`config.mk`:
```
export PLATFORM = sky130hd
export DESIGN_NAME = btb_update_ctrl
export DESIGN_NICKNAME = d
export VERILOG_FILES = /design/src/rtl/btb_update_ctrl_pkg.sv /design/src/rtl/btb_upd_fifo.sv /design/src/rtl/btb_update_ctrl.sv
export SDC_FILE = /design/constraint.sdc
export NUM_CORES = 1
export LEC_CHECK = 0
export ABC_AREA = 0
export ABC_CLOCK_PERIOD_IN_PS = 5900
export CAP_MARGIN = 30
export CORE_AREA = 2 2 128 161
export CTS_CLUSTER_DIAMETER = 100
export DETAILED_ROUTE_END_ITERATION = 16
export DIE_AREA = 0 0 130 163
export MAX_ROUTING_LAYER = met4
export PLACE_DENSITY = 0.7
export SKIP_LAST_GASP = 1
export SLEW_MARGIN = 20
export SYNTH_ARGS = -nofsm -noshare
export SYNTH_HDL_FRONTEND = slang
export SYNTH_HIERARCHICAL = 1
export SYNTH_SLANG_ARGS = --single-unit
```
`constraint.sdc`:
```
create_clock -name clk -period 5.9 [get_ports clk]
set_input_delay 1.18 -clock clk [delete_from_list [all_inputs] [get_ports clk]]
set_output_delay 1.18 -clock clk [all_outputs]
set_load 0.01 [all_outputs]
```
`src/rtl/btb_update_ctrl_pkg.sv`:
```
// Shared definitions for the BTB write-port scheduler: FSM state encodings,
// entry field widths and the taken-slot encoding helper.
package btb_update_ctrl_pkg;

    localparam int TPC_W   = 32;
    localparam int TAKEN_W = 2;
    localparam int DROP_W  = 8;

    localparam logic [DROP_W-1:0] DROP_MAX = 8'hFF;

    localparam logic [1:0] BTBC_INIT  = 2'd0;
    localparam logic [1:0] BTBC_IDLE  = 2'd1;
    localparam logic [1:0] BTBC_SWEEP = 2'd2;

    // A taken branch marks the slot of its 4-byte half inside the 8-byte fetch pair
    function automatic logic [TAKEN_W-1:0] taken_slot(input logic taken, input logic pc_bit2);
        logic [TAKEN_W-1:0] slot;
        slot = 2'b00;
        if (taken) begin
            slot = pc_bit2 ? 2'b10 : 2'b01;
        end
        return slot;
    endfunction

endpackage

```
`src/rtl/btb_upd_fifo.sv`:
```
// Circular update FIFO for the BTB scheduler. Pointers carry one extra wrap
// bit so full and empty are distinguishable; the tail entry can be rewritten
// in place so a newer update for the same BTB index replaces an older one.
module btb_upd_fifo #(
    parameter int WIDTH = 46,
    parameter int DEPTH = 4,
    parameter int KEY_W = 6
) (
    input  logic                   clk,
    input  logic                   rstn,
    input  logic                   push_i,
    input  logic                   pop_i,
    input  logic                   clear_i,
    input  logic                   ovr_i,
    input  logic [WIDTH-1:0]       din_i,
    output logic [WIDTH-1:0]       head_o,
    output logic [KEY_W-1:0]       tail_key_o,
    output logic [$clog2(DEPTH):0] count_o,
    output logic                   empty_o,
    output logic                   full_o
);

    localparam int AW = $clog2(DEPTH);
    localparam int CW = AW + 1;
    localparam logic [CW-1:0] DEPTH_C = CW'(DEPTH);

    logic [WIDTH-1:0] mem_q [DEPTH];
    logic [CW-1:0]    wr_ptr_q;
    logic [CW-1:0]    wr_ptr_d;
    logic [CW-1:0]    rd_ptr_q;
    logic [CW-1:0]    rd_ptr_d;
    logic [AW-1:0]    tail_addr;
    logic             full_q;

    assign count_o    = wr_ptr_q - rd_ptr_q;
    assign empty_o    = (wr_ptr_q == rd_ptr_q);
    assign full_o     = full_q;
    assign tail_addr  = wr_ptr_q[AW-1:0] - AW'(1);
    assign head_o     = mem_q[rd_ptr_q[AW-1:0]];
    assign tail_key_o = mem_q[tail_addr][WIDTH-1 -: KEY_W];

    // Next pointer values; clear discards everything including this cycle's push/pop
    always_comb begin
        wr_ptr_d = wr_ptr_q;
        rd_ptr_d = rd_ptr_q;
        if (clear_i) begin
            wr_ptr_d = '0;
            rd_ptr_d = '0;
        end else begin
            if (push_i) begin
                wr_ptr_d = wr_ptr_q + CW'(1);
            end
            if (pop_i) begin
                rd_ptr_d = rd_ptr_q + CW'(1);
            end
        end
    end

    // Pointer and full-flag registers; full is registered from the next occupancy
    always_ff @(posedge clk or negedge rstn) begin
        if (!rstn) begin
            wr_ptr_q <= '0;
            rd_ptr_q <= '0;
            full_q   <= 1'b0;
        end else begin
            wr_ptr_q <= wr_ptr_d;
            rd_ptr_q <= rd_ptr_d;
            full_q   <= ((wr_ptr_d - rd_ptr_d) == DEPTH_C);
        end
    end

    // Storage array; a push writes the slot after the tail, an overwrite replaces the tail
    always_ff @(posedge clk) begin
        if (!clear_i) begin
            if (push_i) begin
                mem_q[wr_ptr_q[AW-1:0]] <= din_i;
            end else if (ovr_i) begin
                mem_q[tail_addr] <= din_i;
            end
        end
    end

endmodule

```
`src/rtl/btb_update_ctrl.sv`:
```
// BTB write-port scheduler. Mispredicted branches from EX0 are queued and
// written one per cycle; after reset or a flush a sweep engine clears every
// BTB entry first, holding busy so fetch ignores BTB hits meanwhile.
module btb_update_ctrl #(
    parameter int INDEX_WIDTH = 6,
    parameter int TAG_WIDTH   = 6,
    parameter int QDEPTH      = 4
) (
    input  logic                   clk,
    input  logic                   rstn,
    input  logic                   upd_valid,
    input  logic [31:0]            upd_pc,
    input  logic [31:0]            upd_tpc,
    input  logic                   upd_taken,
    input  logic                   upd_dir_fail,
    input  logic                   upd_add_fail,
    input  logic                   flush_req,
    output logic                   btb_we,
    output logic [INDEX_WIDTH-1:0] btb_idx,
    output logic [TAG_WIDTH-1:0]   btb_tag,
    output logic [31:0]            btb_tpc,
    output logic [1:0]             btb_taken,
    output logic                   busy,
    output logic                   q_full,
    output logic [7:0]             drop_cnt
);

    import btb_update_ctrl_pkg::*;

    localparam int CW      = $clog2(QDEPTH) + 1;
    localparam int TPC_LSB = TAKEN_W;
    localparam int TAG_LSB = TPC_LSB + TPC_W;
    localparam int IDX_LSB = TAG_LSB + TAG_WIDTH;
    localparam int ENTRY_W = IDX_LSB + INDEX_WIDTH;
    localparam int PC_TOP  = TAG_WIDTH + INDEX_WIDTH + 2;
    localparam logic [INDEX_WIDTH-1:0] LAST_IDX = '1;

    logic [1:0]             state_q;
    logic [1:0]             state_d;
    logic [INDEX_WIDTH-1:0] sweep_cnt_q;
    logic [INDEX_WIDTH-1:0] sweep_cnt_d;
    logic [DROP_W-1:0]      drop_q;
    logic [DROP_W-1:0]      drop_d;

    logic                   sweeping;
    logic [INDEX_WIDTH-1:0] new_idx;
    logic [TAG_WIDTH-1:0]   new_tag;
    logic [TAKEN_W-1:0]     new_taken;
    logic [ENTRY_W-1:0]     new_entry;

    logic                   upd_req;
    logic                   pop;
    logic                   tail_popping;
    logic                   coalesce;
    logic                   push;
    logic                   drop;

    logic [ENTRY_W-1:0]     head;
    logic [INDEX_WIDTH-1:0] tail_idx;
    logic [CW-1:0]          fifo_count;
    logic                   fifo_empty;
    logic                   fifo_full;
    logic                   unused_pc_bits;

    assign sweeping  = (state_q != BTBC_IDLE);
    assign new_idx   = upd_pc[INDEX_WIDTH+2:3];
    assign new_tag   = upd_pc[PC_TOP:INDEX_WIDTH+3];
    assign new_taken = taken_slot(upd_taken, upd_pc[2]);
    assign new_entry = {new_idx, new_tag, upd_tpc, new_taken};
    assign unused_pc_bits = ^{upd_pc[31:PC_TOP+1], upd_pc[1:0]};

    // Queue admission: coalesce onto a same-index tail, else push if a slot exists or frees up, else drop
    always_comb begin
        upd_req      = upd_valid & (upd_dir_fail | upd_add_fail) & ~flush_req;
        pop          = ~sweeping & ~fifo_empty;
        tail_popping = pop & (fifo_count == CW'(1));
        coalesce     = upd_req & ~fifo_empty & (tail_idx == new_idx) & ~tail_popping;
        push         = upd_req & ~coalesce & ((fifo_count != CW'(QDEPTH)) | pop);
        drop         = upd_req & ~coalesce & ~push;
    end

    btb_upd_fifo #(
        .WIDTH (ENTRY_W),
        .DEPTH (QDEPTH),
        .KEY_W (INDEX_WIDTH)
    ) u_fifo (
        .clk        (clk),
        .rstn       (rstn),
        .push_i     (push),
        .pop_i      (pop),
        .clear_i    (flush_req),
        .ovr_i      (coalesce),
        .din_i      (new_entry),
        .head_o     (head),
        .tail_key_o (tail_idx),
        .count_o    (fifo_count),
        .empty_o    (fifo_empty),
        .full_o     (fifo_full)
    );

    // Sweep sequencing and drop counting; a flush restarts the sweep from index 0 in any state
    always_comb begin
        state_d     = state_q;
        sweep_cnt_d = sweep_cnt_q;
        drop_d      = drop_q;
        if (sweeping) begin
            sweep_cnt_d = sweep_cnt_q + INDEX_WIDTH'(1);
            if (sweep_cnt_q == LAST_IDX) begin
                state_d = BTBC_IDLE;
            end
        end
        if (flush_req) begin
            state_d     = BTBC_SWEEP;
            sweep_cnt_d = '0;
        end
        if (drop && (drop_q != DROP_MAX)) begin
            drop_d = drop_q + DROP_W'(1);
        end
    end

    // Control state registers
    always_ff @(posedge clk or negedge rstn) begin
        if (!rstn) begin
            state_q     <= BTBC_INIT;
            sweep_cnt_q <= '0;
            drop_q      <= '0;
        end else begin
            state_q     <= state_d;
            sweep_cnt_q <= sweep_cnt_d;
            drop_q      <= drop_d;
        end
    end

    // Write-port mux: sweep clears take priority, otherwise the FIFO head; all zero while in reset
    always_comb begin
        btb_we    = 1'b0;
        btb_idx   = '0;
        btb_tag   = '0;
        btb_tpc   = '0;
        btb_taken = '0;
        if (rstn) begin
            if (sweeping) begin
                btb_we  = 1'b1;
                btb_idx = sweep_cnt_q;
            end else if (!fifo_empty) begin
                btb_we    = 1'b1;
                btb_idx   = head[IDX_LSB +: INDEX_WIDTH];
                btb_tag   = head[TAG_LSB +: TAG_WIDTH];
                btb_tpc   = head[TPC_LSB +: TPC_W];
                btb_taken = head[0 +: TAKEN_W];
            end
        end
    end

    assign busy     = sweeping;
    assign q_full   = fifo_full;
    assign drop_cnt = drop_q;

endmodule

```
======== Word level (Yosys, flattened, before mapping) ========
Memory sizes are Yosys's and may differ from the RTL's.
Cells that the tools add are included.
cells by class
  add/sub/neg operators ................... 7
  eq/ne operators ......................... 8
  muxes and demuxes ....................... 36
  bitwise logic cells ..................... 18
  reductions and logical operators ........ 5
operators with widths
  kind                   count
  $mux W32               3
  $mux W6                8
  $mux W46               1
  $reduce_or A46 Y1      1
  $mux W2                9
  $mux W3                4
  $mux W1                11
  $and A1 B1 Y1          10
  $add A8 B1 Y8 const B  1
  $ne A8 B8 Y1 const B   1
  $add A3 B1 Y3 const B  2
  $add A6 B1 Y6 const B  1
  $eq A6 B6 Y1           1
  $eq A6 B6 Y1 const B   1
  $not A1 Y1             6
  $sub A3 B3 Y3          2
  $reduce_bool A2 Y1     2
  $eq A3 B1 Y1 const B   1
  $eq A3 B3 Y1           1
  $eq A3 B3 Y1 const B   1
  $ne A3 B3 Y1 const B   1
  $ne A2 B1 Y1 const B   1
  $or A1 B1 Y1           2
  $reduce_and A2 Y1      1
  other kinds (2)        2
word-level totals
  flip-flop bits (word level) ............. 23
  memory bits (writable) .................. 184
  output and inout bits ................... 57
  word-level logic and storage cells ...... 81
  memories ................................ 1
memories
  name          words  bits a word  rd ports  clocked after Yosys merged registers in  wr ports  line                RTL
  u_fifo.mem_q  4      46           2         0                                        1         btb_upd_fifo.sv:27  logic [WIDTH-1:0] mem_q [DEPTH];

======== Depth between registers and ports, before layout ========
Gate-level depths: netlist (run 1).
  depth in word-level cells ............... 14
  gate-level depth with buffers ........... 16
  mapped depth without buffers ............ 13

======== By module ========
The synthesis (run 1) kept the hierarchy.
by module, submodules not included
  module           times used  cells each  area an instance (µm²)  sequential area each (µm²)
  btb_upd_fifo     1           305         7,325.8                 5,700.5
  btb_update_ctrl  1           160         1,375.1                 400.4

======== Worst setup path after synthesis (run 1) ========
OpenSTA, ideal clock, no wires.
  path type ............................... register to register
  start ................................... register u_fifo.rd_ptr_q[1]
  end ..................................... memory u_fifo.mem_q[2][0] (enable)
  setup time .............................. 465 ps
  arrival time ............................ 5,219 ps
  slack ................................... 217 ps
  stages on the path, launching flop included .. 14
  path buffers ............................ 4
  period minus slack after synthesis ...... 5,683 ps
  cell sequence ........................... dfrtp_1 > buf_2 > buf_2 > inv_1 > ha_1 > and3_1 > buf_4 > nor4_1 > nand3_4 > and3b_1 > buf_6 > nand2b_1 > or3_1 > a21oi_1
between the ends
  longest elaborated chain between the ends .. 14
ends and longest elaborated chain
  what                                                        line                                          RTL
  start: declaration                                          btb_upd_fifo.sv:30                            logic [CW-1:0] rd_ptr_q;
  start signal: assignment                                    btb_upd_fifo.sv:67                            rd_ptr_q <= rd_ptr_d;
  $eq A3 B3 Y1 *                                              btb_upd_fifo.sv:36                            assign empty_o = (wr_ptr_q == rd_ptr_q);
  named net fifo_empty                                        btb_update_ctrl.sv:61                         logic fifo_empty;
  $not A1 Y1 *                                                btb_update_ctrl.sv:75, btb_update_ctrl.sv:77
  $and A1 B1 Y1                                               btb_update_ctrl.sv:75                         pop = ~sweeping & ~fifo_empty;
  $and A1 B1 Y1                                               btb_update_ctrl.sv:76                         tail_popping = pop & (fifo_count == CW'(1));
  $not A1 Y1                                                  btb_update_ctrl.sv:77                         coalesce = upd_req & ~fifo_empty & (tail_idx == new_idx) & ~tail_popping;
  $and A1 B1 Y1                                               btb_update_ctrl.sv:77
  $not A1 Y1                                                  btb_update_ctrl.sv:78                         push = upd_req & ~coalesce & ((fifo_count != CW'(QDEPTH)) | pop);
  $and A1 B1 Y1                                               btb_update_ctrl.sv:78
  $and A1 B1 Y1 *                                             btb_update_ctrl.sv:78
  named net push                                              btb_update_ctrl.sv:55                         logic push;
  $mux W1                                                     btb_upd_fifo.sv:75                            if (push_i) begin
  $mux W1                                                     btb_upd_fifo.sv:74                            if (!clear_i) begin
  $mux W1 (implied by the code)                               btb_upd_fifo.sv:78                            mem_q[tail_addr] <= din_i;
  $reduce_or A46 Y1 (no source line)                          -
  $mux W2 (no source line) / $mux W1 (equally long branches)  -
  end: declaration                                            btb_upd_fifo.sv:27
The timed path passes the listed nets; every way through them passes the cells marked *.

======== Worst setup path after layout (run 1) ========
  start ................................... register u_fifo.wr_ptr_q[0]
  end ..................................... output btb_idx[0]
between the ends
  longest elaborated chain between the ends .. 4
ends and longest elaborated chain
  what                      line                    RTL
  start: declaration        btb_upd_fifo.sv:28      logic [CW-1:0] wr_ptr_q;
  start signal: assignment  btb_upd_fifo.sv:66      wr_ptr_q <= wr_ptr_d;
  $eq A3 B3 Y1              btb_upd_fifo.sv:36
  named net fifo_empty      btb_update_ctrl.sv:61
  $mux W6                   btb_update_ctrl.sv:145  end else if (!fifo_empty) begin
  $mux W6                   btb_update_ctrl.sv:142  if (sweeping) begin
  $mux W6                   btb_update_ctrl.sv:141  if (rstn) begin
  end: declaration          btb_update_ctrl.sv:19   output logic [INDEX_WIDTH-1:0] btb_idx,
The timed path passes the listed nets, and every way through them passes these cells.

==> impl_metrics.json, run 1 <==
{
  "end_kind": "output pin",
  "grt_pass1_wl_um": 26900,
  "regArea_um2": 6110,
  "comb_power_share_pct": 4.2,
  "maxCapViolCount": 0,
  "globalplace.congestion": 0.790,
  "chipWidth_um": 130,
  "clkPwrFrac_pct": 41.0,
  "dieArea_um2": 21200,
  "syn_inst": 465,
  "yosysTopAreaCell": "edfxtp_1",
  "post_cts_resized": 0,
  "ys_top_cells_by_area": "edfxtp_1, mux4_2, dfrtp_1",
  "diodes": 0,
  "syn_area_per_cell_um2": 18.7,
  "io_buffers": 108,
  "crit_buf_inv": 3,
  "globalRouteTotalUtil_pct": 17.0,
  "hp-start": "drop_cnt[0]$_DFFE_PN0P_",
  "slew_headroom_pct": 48.0,
  "vias": 4600,
  "synthesis.nets": 545,
  "fin_crit_sh_pct": 82.1,
  "worstRegToRegCells": 10,
  "cts_setup_buffers": 0,
  "power.switching_mw": 0.585,
  "crit_family": "buffers and inverters",
  "clockRootBuffer": "clkbuf_16",
  "remaining_drc_errors": 0,
  "cts_buffer_depth": 3,
  "layout-drive-gt1-share_pct": 19.0,
  "firstDrtPassIters": 4,
  "hold_class": "reg -> reg",
  "antenna_found_initial": 0,
  "internal_power_mw": 2.38,
  "num_rows": 58,
  "synth_area_um2": 8700,
  "ios": 128,
  "crit_required_ps": 4720,
  "die_h_um": 163,
  "avgViaCountPerCell": 5.32,
  "synth_edf_count": 184,
  "hold_depth": 1,
  "setup_viol": 0,
  "cts_tree": "done",
  "yosysSeqAreaShare_pct": 70.1,
  "path_max_fanout": 45,
  "yosysTopAreaCellShare_pct": 63.5,
  "ys_ff_latch": 207,
  "grt_max_degree": 71,
  "rr_endpoint": "u_fifo/mem_q[3][35]$_DFFE_PP_",
  "slew_violations": 0,
  "rrSetupSlack_ps": 1360,
  "peakVddDrop_uv": 212,
  "seqPwrFrac_pct": 54.8,
  "p_sw_share_pct": 19.8,
  "hold_buffers": 0,
  "rsz0062_at_grt": "false",
  "status": "finished clean",
  "async_reset_ff_share_pct": 11.1,
  "start_util_pct": 43.9,
  "clock_sinks": 207,
  "ant_nets": 0,
  "tightestPinTransition_ps": 780,
  "wire_per_inst_um": 19.8,
  "grt_pass1_vias": 4896,
  "ys_top_cells_by_count": "edfxtp_1, mux4_2, and3_1",
  "globalRouteOverflowTotal": 0,
  "cpPeakStageDelay_ps": 730,
  "fin_worst_skew_ps": 16.8,
  "ys_warn_count": 6,
  "timing.final.hold_violations": 0,
  "areaGrowthSynthToFinish_pct": 23.7,
  "dp_hpwl_um": 9910,
  "multi_input_area_um2": 2450,
  "fin_nets": 661,
  "whs_endpoint": "drop_cnt[0]$_DFFE_PN0P_",
  "place_ws_ps": 1220,
  "clk_pin_slew_ps": 60,
  "htree_levels": 1,
  "synth_most_common_cell": "edfxtp_1",
  "drtIter0Drc": 234,
  "cp.arrival_ps": 3670,
  "r2r-start": "u_fifo/wr_ptr_q[0]$_DFF_PN0_",
  "cts-buffers-inserted": 21,
  "p_leak_nw": 3.68,
  "critical_path_class": "reg -> out",
  "ys_types": 48,
  "fmax_mhz": 206,
  "drt-total-wl_um": 17100,
  "n_fill_cell": 1571,
  "finalSetupTns_ps": 0,
  "crit_chain": "inv_1 > ha_1 > and3_1 > nor3b_4 > buf_4 > a22oi_1 > nor2b_1 > clkdlybuf4s50_1",
  "clk_latency_ps": 500,
  "period_minus_slack_ps": 4850,
  "setup_ws_ps": 1050,
  "cp_slowest_cell": "dfrtp_1",
  "powerDensity_nw_per_um2": 275,
  "core_um2": 19800,
  "cp-start-kind": "flop",
  "ys.flop_type": "edfxtp_1"
}
-- metrics by stage --
step                      area [um^2]  util, %  cells  hold WS (ps)  total power [mW]
after floorplan                  8700        -    465           527              1.71
after global placement          10100     51.1    827           494              1.77
after detailed placement        10100     51.1    827           545              1.78
after CTS                       10700     54.2    864           557              3.01
after global routing            10800     54.3    865           571              3.07
final                           10800     54.3    865           548              2.96
-- sequential cells by signal, indices dropped and copies added, names as in the netlist --
register and flops:
drop_cnt 8, state_q 2, u_fifo/full_o 1, u_fifo/mem_q 184
u_fifo/wr_ptr_q 3, u_fifo/rd_ptr_q 3, sweep_cnt_q 6
-- per-layer routing --
layer | track usage [%] | routed length [um]
met4 | 4.25 | 244
met5 | - | 0
met2 | 27.8 | 8660
met3 | 3.61 | 980
met1 | 21.9 | 7210
-- logic make-up (layout without fill, tap and decap cells) --
logic type / Yosys count / after routing / share of synthesized area [%]
buf+inv: 39 / 169 / 2.20
fa+ha+maj: 9 / 9 / 1.38
flops: 207 / 207 / 70.1
xor+xnor: 20 / 20 / 2.17
compound gates: 20 / 20 / 1.61
simple gates: 111 / 111 / 8.14
mux: 59 / 59 / 14.4
-- layout by cell type (no fill, tap or decap), types with 3 or more instances in the layout --
master / n
edfxtp_1: 184
clkdlybuf4s50_1: 107
mux4_2: 52
and3_1: 44
clkbuf_16: 21
dfrtp_1: 21
nor2_1: 13
inv_1: 12
xnor2_1: 10
xor2_1: 9
buf_4: 9
nor2b_1: 8
nand2_1: 8
ha_1: 8
a21oi_1: 7
nand3_1: 6
nor3b_1: 5
mux2i_1: 5
clkbuf_1: 5
clkinv_2: 5
nor2_4: 3
clkinv_1: 3
nand3b_1: 3
buf_12: 3
-- layout make-up --
type | count | share of cell area (%)
flip-flops and latches | 207 | 56.7
multi-input cells | 219 | 22.7
repair buffers | 120 | 11.2
clock buffers | 26 | 5.06
well taps | 270 | 3.14
clock inverters | 11 | 0.767
inverters | 12 | 0.418
-- worst max-delay path by stage --
stage,startpoint,endpoint,cells past startpoint
2_1_floorplan,u_fifo/rd_ptr_q[1]$_DFF_PN0_,u_fifo/mem_q[2][0]$_DFFE_PP_,13
3_3_place_gp,upd_pc[4],u_fifo/mem_q[3][7]$_DFFE_PP_,9
3_5_place_dp,upd_pc[4],u_fifo/mem_q[3][7]$_DFFE_PP_,9
4_1_cts,u_fifo/wr_ptr_q[0]$_DFF_PN0_,btb_idx[0],8
5_1_grt,u_fifo/wr_ptr_q[0]$_DFF_PN0_,btb_idx[0],8
6_report,u_fifo/wr_ptr_q[0]$_DFF_PN0_,btb_idx[0],8
-- power groups by stage --
stage	logic [mW]	registers, mW	clock network [mW]
final	0.123	1.62	1.21
after detailed placement	0.124	1.65	0
after floorplan	0.0550	1.65	0
after global routing	0.135	1.63	1.31
after global placement	0.119	1.65	0
after CTS	0.125	1.62	1.26
Power figures use the tool's default switching activity.
==> inputs of run 2 (changes only) <==
ABC_CLOCK_PERIOD_IN_PS = 4500   (was 5900)
PLACE_DENSITY = 0.67   (was 0.7)
clock period = 4.5 ns   (was 5.9 ns; I/O delays follow)
==> impl_metrics.json, run 2 (synthesized netlist as in run 1, its figures left out) <==
{
  "slew_violations": 0,
  "layout-drive-gt1-share_pct": 20.6,
  "hold_class": "in -> async",
  "largest_reg_flops": 184,
  "chipWidth_um": 130,
  "avgViaCountPerCell": 5.35,
  "clk_pin_slew_ps": 60,
  "crit_required_ps": 3600,
  "timing.final.hold_violations": 0,
  "globalRouteOverflowTotal": 0,
  "core_um2": 19800,
  "finish.utilization_pct": 55.7,
  "fin_worst_skew_ps": 13.0,
  "fin_nets": 671,
  "maxCapViolCount": 0,
  "comb_power_share_pct": 4.1,
  "p_sw_share_pct": 19.1,
  "setup_viol": 0,
  "vias": 4685,
  "cts_setup_buffers": 0,
  "internal_power_mw": 3.37,
  "clk_latency_ps": 490,
  "powerDensity_nw_per_um2": 378,
  "top_register": "u_fifo/mem_q",
  "io_buffers": 108,
  "ios": 128,
  "end_kind": "output pin",
  "wire_per_inst_um": 19.9,
  "period_minus_slack_ps": 4200,
  "start_util_pct": 43.9,
  "clkPwrFrac_pct": 44.9,
  "clockRootBuffer": "clkbuf_16",
  "fmax_mhz": 238,
  "cts_buffer_depth": 3,
  "drt-total-wl_um": 17500,
  "cts-buffers-inserted": 22,
  "drtIter0Drc": 256,
  "diodes": 0,
  "seqPwrFrac_pct": 51.0,
  "remaining_drc_errors": 0,
  "areaGrowthSynthToFinish_pct": 26.8,
  "status": "finished clean",
  "finalSetupTns_ps": 0,
  "cts_tree": "done",
  "ant_nets": 0,
  "die_h_um": 163,
  "grt_pass1_wl_um": 28100,
  "peakVddDrop_uv": 326,
  "tightestPinTransition_ps": 556,
  "rsz0062_at_grt": "false",
  "htree_levels": 1,
  "cp-start-kind": "flop",
  "num_rows": 58,
  "grt_max_degree": 50,
  "antenna_found_initial": 0,
  "slew_headroom_pct": 62.8,
  "dp_hpwl_um": 10800,
  "clock_sinks": 207,
  "path_max_fanout": 45,
  "cp.arrival_ps": 3300,
  "globalplace.congestion": 0.786,
  "firstDrtPassIters": 4,
  "final_cell_mix": "edfxtp_1, clkdlybuf4s50_1, mux4_2",
  "power.switching_mw": 0.798,
  "globalRouteTotalUtil_pct": 17.7,
  "critical_path_class": "reg -> out",
  "dieArea_um2": 21200,
  "final_common_cell": "edfxtp_1",
  "fin_crit_sh_pct": 93.3,
  "p_leak_nw": 3.81,
  "grt_pass1_vias": 5222
}
[run 2: routing by layer]
metal	track usage, %	vias to the layer above	part of all wire (%)
met5	-	-	0
met4	4.01	0	1.2
met3	3.19	19	5.6
met2	29.0	143	50
met1	23.4	2425	43
li1	-	2098	-
[run 2: cell type report]
class	count	area [um^2]
Clock inverter	11	163
Inverter	12	45.0
Clock buffer	28	594
Fill cell	1529	8770
Multi-Input combinational cell	219	2450
Timing Repair Buffer	129	1350
Tap cell	270	338
Sequential cell	207	6110
[run 2: per-stage QoR]
stage               instance area (um^2)  std cells  total power, mW  hold WS [ps]  setup slack (ps)
global placement                   10200        836             2.33           495               337
global route                       11000        876             4.31           346              51.9
CTS                                11000        875             4.22           327               131
floorplan                           8730        465             2.24           527              34.2
finish                             11000        876             4.17           341               300
detailed placement                 10200        836             2.34           514               346
[run 2: final timing paths]
| kind | endpoint | slack (ps) | cells after the start | from |
|---|---|---|---|---|
| worst max-delay path | btb_tpc[10] | 300 | 8 | u_fifo/wr_ptr_q[0]$_DFF_PN0_ |
| worst min-delay path | state_q[1]$_DFFE_PN0P_ | 340 | 1 | rstn |
| min in group clk | drop_cnt[5]$_DFFE_PN0P_ | 530 | 1 | drop_cnt[5]$_DFFE_PN0P_ |
| max in group asynchronous | u_fifo/rd_ptr_q[1]$_DFF_PN0_ | 3570 | 2 | rstn |
| worst min register to register | drop_cnt[5]$_DFFE_PN0P_ | 530 | 1 | drop_cnt[5]$_DFFE_PN0P_ |
| worst max register to register | u_fifo/mem_q[2][2]$_DFFE_PP_ | 410 | 10 | u_fifo/wr_ptr_q[1]$_DFF_PN0_ |
[run 2: power by group through the flow]
| stage | clock (mW) | sequential (mW) | combinational [mW] |
|---|---|---|---|
| after global placement | 0 | 2.16 | 0.167 |
| after global routing | 1.99 | 2.13 | 0.188 |
| after floorplan | 0 | 2.17 | 0.0736 |
| after detailed placement | 0 | 2.17 | 0.174 |
| final | 1.87 | 2.13 | 0.171 |
| after CTS | 1.92 | 2.13 | 0.175 |
[run 2: repair_timing]
item                       4_1_cts  5_1_grt
gates resized for setup          0        1
setup endpoints to repair        0        4
hold endpoints to repair         0        0
hold buffers                     0        0
[run 2: worst max-delay path, stage by stage (launching register included)]
cell             delay (ps)
dfrtp_1                 350
buf_4                   230
inv_1                   130
ha_1                    320
and3_1                  270
nor3b_4                 280
buf_6                   370
and3_1                  280
clkdlybuf4s50_1         560
==> inputs of run 3 (changes only) <==
ABC_AREA = unset   (was 0)
==> results of run 3 <==
The final DEF is identical to that of run 2; final timing and power are the same.
==> RTL change (config.mk and constraints of run 1) <==
The package constant `DROP_MAX` goes from 8'hFF to 8'h7F.
--- a/src/rtl/btb_update_ctrl_pkg.sv
+++ b/src/rtl/btb_update_ctrl_pkg.sv
@@ -6,7 +6,7 @@
     localparam int TAKEN_W = 2;
     localparam int DROP_W  = 8;
 
-    localparam logic [DROP_W-1:0] DROP_MAX = 8'hFF;
+    localparam logic [DROP_W-1:0] DROP_MAX = 8'h7F;
 
     localparam logic [1:0] BTBC_INIT  = 2'd0;
     localparam logic [1:0] BTBC_IDLE  = 2'd1;
Behaviour: no difference found for any inputs over 4 cycles, from zero or initial values and one cycle with rstn low; that may be too few to reach the edited logic, so the function may still have changed.
==> RTL change against run 1 <==
  * Via count rose by 1.6%
  * Setup slack got worse by 0.11 ns
  * Worst hold slack got worse by 0.045 ns
  * Total power rose by 4.5%
  * Sequential cell count did not move
  * Non-clock buffer count did not move
  * Synthesized area rose by 0.39%
  * Final area rose by 0.87%
  * Wire length rose by 1.2%
  * Core utilization rose by 0.47 points
  * Count of clock-buffer cells in the layout fell by 1
  * Sequential share of layout area fell by 0.49 points
  * Combinational power rose by 7%
  * Global-route usage rose by 0.41 points
  * Critical path type unchanged
  * Largest cell class unchanged
==> RTL change: results (changes against run 1) <==
clock skew=0.00956 ns (was 0.0168 ns); share of flip-flops with an asynchronous set or reset=0.111 (unchanged); most instantiated cells after synthesis=edfxtp_1, mux4_2, and3_1 (unchanged); first-pass GRT wire length=27600 um (was 26900 um); register area share after synthesis=0.698 (was 0.701); Initial DRC Count=273 (was 234); Sw Ratio=0.199 (was 0.198); post-place setup slack=1.14 ns (was 1.22 ns); worst-path fanout max=29 (was 45); Post-Syn Nets=551 (was 545); nets=668 (was 661); maximum vdd drop=0.280 mV (was 0.212 mV); Reg power frac=0.526 (was 0.548); R2R cell count=11 (was 10); R2R setup slack=1.43 ns (was 1.36 ns); internal power=2.48 mW (was 2.38 mW); Comb power frac=0.043; DP Area=10100 sq um (about the same); GRT Total Usage=0.174 (was 0.170); Hold Crit Endpoint=state_q[1]$_DFFE_PN0P_ (was drop_cnt[0]$_DFFE_PN0P_); Hold WS=0.503 ns (was 0.548 ns); hold path start=state_q[1]$_DFFE_PN0P_ (was drop_cnt[0]$_DFFE_PN0P_); leakage=3.70 nW (was 3.68 nW); clock buffer count from CTS=22 (was 21); routability cong.=0.767 (was 0.790); drt total wl=17300 um (was 17100 um); layout cell share with drive strength beyond 1=0.201 (was 0.190); antenna fix cells=0 (unchanged); FMAX=0.202 GHz (was 0.206 GHz); status=completed (unchanged); Max clock buf depth=3 (unchanged); largest net degree at the start of global routing=49 (was 71); number of fillers in the final layout=1556 (was 1571); DP Wirelength=10200 um (was 9910 um); RR Endpoint=u_fifo/mem_q[2][29]$_DFFE_PP_ (was u_fifo/mem_q[3][35]$_DFFE_PP_); Crit path arrival time=3.78 ns (was 3.67 ns); DR vias=4674 (was 4600); Synth area leaders=edfxtp_1, mux4_2, dfrtp_1, and3_1, xor2_1 (was edfxtp_1, mux4_2, dfrtp_1, and3_1, ha_1); worst relative slew slack=0.438 (was 0.480); Synth cell types=51 (was 48); vias in the first global route=5178 (was 4896)
-- RTL change: layer usage --
layer	wire length, um	vias up	track usage
li1	-	2111	-
met1	7200	2405	0.218
met2	8760	139	0.290
met3	1140	19	0.0401
met4	188	0	0.0420
met5	0	-	-
-- RTL change: final cells by class --
type | count | area share
Clock buffer | 25 | 0.0537
Timing Repair Buffer | 120 | 0.108
Sequential cell | 207 | 0.562
Multi-Input combinational cell | 226 | 0.229
Clock inverter | 14 | 0.0114
Inverter | 11 | 0.00380
Tap cell | 270 | 0.0311
-- RTL change: stage by stage --
stage	cells	utilization
floorplan	471	-
global placement	832	0.511
detailed placement	832	0.511
CTS	871	0.547
global route	873	0.548
finish	873	0.548
-- RTL change: kinds of logic (layout without fill, tap and decap cells) --
kind of cell,after synthesis,in the layout,share of synthesized area
AOI/OAI and AO/OA,23,23,0.0189
xor gates and xnor gates,20,20,0.0216
DFF,207,207,0.698
muxes,57,57,0.140
adders and majority gates,9,9,0.0138
and+or+nand+nor,117,117,0.0854
buffers and inverters,38,170,0.0215
